### config.mk
export PLATFORM = sky130hd
export DESIGN_NAME = vga_timing_gen
export DESIGN_NICKNAME = d
export VERILOG_FILES = /design/src/rtl/vga_timing_pkg.sv /design/src/rtl/vga_timing_gen_wrap_counter.sv /design/src/rtl/vga_timing_gen.sv
export SDC_FILE = /design/constraint.sdc
export NUM_CORES = 1
export LEC_CHECK = 0
export BUFFER_PORTS_ARGS = -buffer_cell sky130_fd_sc_hd__buf_4
export CORE_UTILIZATION = 50
export DETAILED_ROUTE_END_ITERATION = 6
export GPL_TIMING_DRIVEN = 0
export MAX_ROUTING_LAYER = met4
export PLACE_DENSITY = 0.82
export SYNTH_ARGS = -nofsm -noshare
export SYNTH_HDL_FRONTEND = slang
export SYNTH_SLANG_ARGS = --single-unit
### constraint.sdc
create_clock -name clk -period 3.1 [get_ports clk]
set_input_delay 0.155 -clock clk [delete_from_list [all_inputs] [get_ports clk]]
set_output_delay 0.155 -clock clk [all_outputs]
set_load 0.02 [all_outputs]
### src/rtl/vga_timing_pkg.sv
// vga_timing_pkg: 1024x768@60 raster timing constants shared by the video path
//    H_*/V_* : active, porch and sync lengths in clocks/lines
//    *_TOTAL : full line/frame lengths
//    *SYNC_START/END : inclusive sync pulse windows on hcount/vcount
//    HCW/VCW : counter widths
package vga_timing_pkg;
   localparam int H_ACTIVE    = 1024;
   localparam int H_FP        = 24;
   localparam int H_SYNC      = 136;
   localparam int H_BP        = 160;
   localparam int H_TOTAL     = H_ACTIVE + H_FP + H_SYNC + H_BP;
   localparam int V_ACTIVE    = 768;
   localparam int V_FP        = 3;
   localparam int V_SYNC      = 6;
   localparam int V_BP        = 29;
   localparam int V_TOTAL     = V_ACTIVE + V_FP + V_SYNC + V_BP;
   localparam int HSYNC_START = H_ACTIVE + H_FP;
   localparam int HSYNC_END   = HSYNC_START + H_SYNC - 1;
   localparam int VSYNC_START = V_ACTIVE + V_FP;
   localparam int VSYNC_END   = VSYNC_START + V_SYNC - 1;
   localparam int HCW         = 11;
   localparam int VCW         = 10;
endpackage

### src/rtl/vga_timing_gen_wrap_counter.sv
// wrap_counter: counter that wraps from TC to 0
//    clk, reset : clock, async active-high reset
//    inc        : advance enable
//    count      : current value 0..TC
//    wrap       : high when count is at TC and inc is high (wraps on this edge)
module wrap_counter #(
   parameter int W  = 11,
   parameter int TC = 1343
) (
   input  logic         clk,
   input  logic         reset,
   input  logic         inc,
   output logic [W-1:0] count,
   output logic         wrap
);
   assign wrap = inc && count == W'(TC);
   always_ff @(posedge clk or posedge reset)
      if (reset) count <= '0;
      else if (inc) count <= wrap ? '0 : count + 1'b1;
endmodule

### src/rtl/vga_timing_gen.sv
// vga_timing_gen: raster counters, active-low syncs, blank and line/frame markers
//    clk, reset  : pixel clock, async active-high reset
//    ce          : pixel enable
//    hcount      : pixel column 0..H_TOTAL-1
//    vcount      : line 0..V_TOTAL-1
//    hsync/vsync : active-low sync pulses
//    blank       : high outside the active region
//    line_start  : one-cycle pulse when hcount becomes 0
//    frame_start : one-cycle pulse when (hcount,vcount) becomes (0,0)
module vga_timing_gen
   import vga_timing_pkg::*;
#(
   parameter int H_ACTIVE = vga_timing_pkg::H_ACTIVE,
   parameter int H_FP     = vga_timing_pkg::H_FP,
   parameter int H_SYNC   = vga_timing_pkg::H_SYNC,
   parameter int H_BP     = vga_timing_pkg::H_BP,
   parameter int V_ACTIVE = vga_timing_pkg::V_ACTIVE,
   parameter int V_FP     = vga_timing_pkg::V_FP,
   parameter int V_SYNC   = vga_timing_pkg::V_SYNC,
   parameter int V_BP     = vga_timing_pkg::V_BP,
   parameter int HCW      = vga_timing_pkg::HCW,
   parameter int VCW      = vga_timing_pkg::VCW
) (
   input  logic           clk,
   input  logic           reset,
   input  logic           ce,
   output logic [HCW-1:0] hcount,
   output logic [VCW-1:0] vcount,
   output logic           hsync,
   output logic           vsync,
   output logic           blank,
   output logic           line_start,
   output logic           frame_start
);
   localparam int HT = H_ACTIVE + H_FP + H_SYNC + H_BP;
   localparam int VT = V_ACTIVE + V_FP + V_SYNC + V_BP;
   localparam logic [HCW-1:0] HA  = HCW'(H_ACTIVE);
   localparam logic [HCW-1:0] HSS = HCW'(H_ACTIVE + H_FP);
   localparam logic [HCW-1:0] HSE = HCW'(H_ACTIVE + H_FP + H_SYNC - 1);
   localparam logic [VCW-1:0] VA  = VCW'(V_ACTIVE);
   localparam logic [VCW-1:0] VSS = VCW'(V_ACTIVE + V_FP);
   localparam logic [VCW-1:0] VSE = VCW'(V_ACTIVE + V_FP + V_SYNC - 1);
   logic           hw, vw;
   logic [HCW-1:0] hn;
   logic [VCW-1:0] vn;
   wrap_counter #(.W(HCW), .TC(HT - 1)) u_h (
      .clk(clk), .reset(reset), .inc(ce), .count(hcount), .wrap(hw)
   );
   wrap_counter #(.W(VCW), .TC(VT - 1)) u_v (
      .clk(clk), .reset(reset), .inc(hw & ce), .count(vcount), .wrap(vw)
   );
   // next counter values, so the flags register in step with the counters
   always_comb begin
      hn = hw ? '0 : hcount + HCW'(ce);
      vn = vw ? '0 : vcount + VCW'(hw);
   end
   always_ff @(posedge clk or posedge reset)
      if (reset) begin
         hsync       <= 1'b1;
         vsync       <= 1'b1;
         blank       <= 1'b0;
         line_start  <= 1'b0;
         frame_start <= 1'b0;
      end else begin
         hsync       <= ~(hn >= HSS && hn <= HSE);
         vsync       <= ~(vn >= VSS && vn <= VSE);
         blank       <= hn >= HA || vn >= VA;
         line_start  <= hw;
         frame_start <= vw;
      end
endmodule

==> flow_metrics.py <==
metrics = {
    "run_status": {
        "status": "finished, final reports clean",
    },
    "logic_synthesis": {
        "synth.distinct_cells": 47,
        "avgSynthCellArea_um2": 8.76,
        "synth-seq-cells": 26,
        "yosysWarnings": 0,
        "yosysMostFrequentCell": "dfrtp_1",
        "synth-edff-count": 0,
        "seq_area_frac_synth_pct": 37.9,
        "syn_inst": 197,
        "syn_area_um2": 1730,
        "synthFlopType": "dfrtp_1",
        "synth_largest_area_cell": "dfrtp_1",
        "yosysTopAreaCellShare_pct": 34.8,
        "async_reset_ff_share_pct": 100,
        "synth_area_leaders": "dfrtp_1 (35%), ha_1 (5.1%), xnor2_1 (5.1%), nand4_1 (4.0%), nand3_1 (3.8%)",
        "synth_commonest_cells": "dfrtp_1 (24), nand2_1 (15), clkbuf_1 (13), nand3_1 (13), nor2_1 (13)",
        "synth_fp_nets": 207,
    },
    "floorplan": {
        "fp-row-count": 20,
        "die_h_um": 60.7,
        "fp.coreArea_um2": 3150,
        "io_pins": 29,
        "die_area_um2": 3690,
        "start_util_pct": 54.7,
        "die_width_um": 60.7,
    },
    "timing": {
        "hold_ws_ns": 0.0139,
        "setup-tns-final_ns": 0,
        "fmax_ghz": 0.344,
        "hold_viol": 0,
        "tightest_slew_ns": 0.967,
        "setup_slack_ns": 0.195,
        "period_share_pct": 93.7,
        "drv_slew": 0,
        "setup_viol": 0,
        "finalClockSkew_ns": 0.00632,
        "max-slew-margin-rel_pct": 35.5,
        "period_needed_ns": 2.91,
    },
    "critical_path": {
        "worstPathArrival_ns": 3.17,
        "r2r-start": "u_h.count[1]$_DFFE_PP0P_",
        "cp.required_ns": 3.37,
        "worstPathMaxFanout": 11,
        "crit_type": "reg2reg",
        "start_kind": "flip-flop",
        "crit_path_start": "u_h.count[1]$_DFFE_PP0P_",
        "endpoint_kind": "flip-flop",
    },
    "grt": {
        "grt_max_degree": 27,
        "antenna_found_initial": 0,
        "grt-ovfl-total": 0,
        "track_usage_pct": 23.7,
        "grt_pass1_wl_mm": 6.24,
        "grt_pass1_vias": 1337,
    },
    "power_and_ir_drop": {
        "power_density_nw_per_um2": 487,
        "worst_ir_drop_vdd_v": 0.000420,
        "p_leak_uw": 0.000930,
    },
    "min_path": {
        "min_path_type": "in2async",
    },
    "clock_network": {
        "clk_latency_ns": 0.34,
        "h-tree-depth": 1,
        "cts_tree": "done",
        "clockBufferDepth": 2,
        "cts.sinks": 26,
        "clkTransAtPathRegs_ns": 0.15,
        "cts_buffers": 3,
        "root_buffer": "clkbuf_4",
    },
    "detailed_routing": {
        "wl_per_cell_um": 14.4,
        "ant_nets": 0,
        "vias": 1585,
        "detail_route.vias_per_cell": 5.78,
        "drt_pass1_iterations": 4,
        "drc_errors": 0,
        "routed_wl_mm": 3.94,
        "drtIter0Drc": 90,
    },
    "placed_design": {
        "routabilityCongestion": 0.874,
        "dp_cells": 269,
        "hpwlAfterDp_mm": 2.76,
        "port_buffers": 28,
        "pre_cts_slack_ns": -0.0104,
    },
    "final_layout": {
        "diodes": 0,
        "layoutNonFillerInstCount": 274,
        "area_growth_pct": 20.2,
        "nets": 241,
        "final_core_util_pct": 65.8,
        "drive_gt1_share_pct": 21.3,
    },
    "job": {
        "cap_viol_max_count": 0,
    },
}
-- per-layer routing --
metal	wire (µm)	vias to the layer above	GRT usage (%)
met4	47	0	6.82
li1	-	784	-
met1	1940	742	32.6
met2	1750	54	36.6
met5	0	-	-
met3	201	5	3.20
-- layout make-up --
| cell class | count | area, µm² |
|---|---|---|
| fill | 286 | 1080 |
| timing repair buffer | 30 | 225 |
| sequential | 26 | 656 |
| tap | 44 | 55.1 |
| multi-input combinational | 147 | 987 |
| clock buffer | 3 | 22.5 |
| buffer | 16 | 72.6 |
| inverter | 7 | 26.3 |
| clock inverter | 1 | 30.0 |
-- power by group --
part           switching [µW]  internal, µW  total, µW
Clock                     114           131        245
Combinational             192           155        347
Sequential               42.6           376        418
-- registers in the layout (all words and copies together) (netlist names) --
register,cells
vsync,1
u_v.count,10
blank,1
u_h.count,11
line_start,1
hsync,1
frame_start,1
-- per-stage QoR --
step           cell area [µm²]  power, µW
3_3_place_gp              1990        760
6_report                  2070       1010
2_1_floorplan             1730        667
5_1_grt                   2070       1050
4_1_cts                   2050       1010
3_5_place_dp              1990        771
-- placed cells by master (no fill, tap or decap), types with 2 or more instances in the layout --
cell type	netlist	final
and4_1	2	2
and3_1	5	5
a211o_1	2	2
o22ai_1	3	2
nor2_1	13	13
nor3_1	5	5
buf_4	3	33
xnor2_1	10	10
o21ai_0	12	12
xor2_1	2	2
ha_1	7	7
clkbuf_4	0	3
clkbuf_1	13	12
and2_1	4	4
nand4_1	11	11
o31ai_1	3	3
nand3_1	13	13
dfrtp_1	24	22
nor2b_1	2	2
a21oi_1	8	8
or3_1	2	2
a31oi_1	2	2
dfstp_2	2	2
mux2i_1	4	4
inv_1	7	7
nand2_1	15	15
dfrtp_2	0	2
-- worst paths after layout --
check	to	slack, ns	depth (start not counted)
hold / removal	u_v.count[6]$_DFFE_PP0P_	0.01	2
setup / recovery	vsync$_DFF_PP1_	0.19	12
hold reg to reg	u_h.count[0]$_DFFE_PP0P_	0.55	1
min in group clk	u_h.count[0]$_DFFE_PP0P_	0.02	2
setup reg to reg	vsync$_DFF_PP1_	0.19	12
max in group asynchronous	u_h.count[1]$_DFFE_PP0P_	2.44	2
-- critical path: stages, from the launching register on --
cell	delay, ns
dfrtp_2	0.46
ha_1	0.15
and2_1	0.25
nand4_1	0.24
inv_1	0.13
buf_2	0.25
ha_1	0.21
ha_1	0.21
nand4_1	0.21
nor3b_1	0.27
a41oi_1	0.08
o22ai_2	0.23
o211ai_1	0.13
-- timing repair --
action                     4_1_cts  5_1_grt
setup buffers                    0        2
setup endpoints to repair        2        2
hold buffers                     0        0
gates resized for setup          2        3
pin swaps                        1        1
-- cells by family (layout without fill, tap and decap cells) --
group	count (synthesis)	in the layout	synth area share, %
xor+xnor	12	12	6.09
compound gates	43	43	16.7
flops	26	26	37.9
fa+ha+maj	7	7	5.08
mux	4	4	2.32
buf+inv	24	57	5.95
simple gates	81	81	26.0
Power figures use the tool's default switching activity.
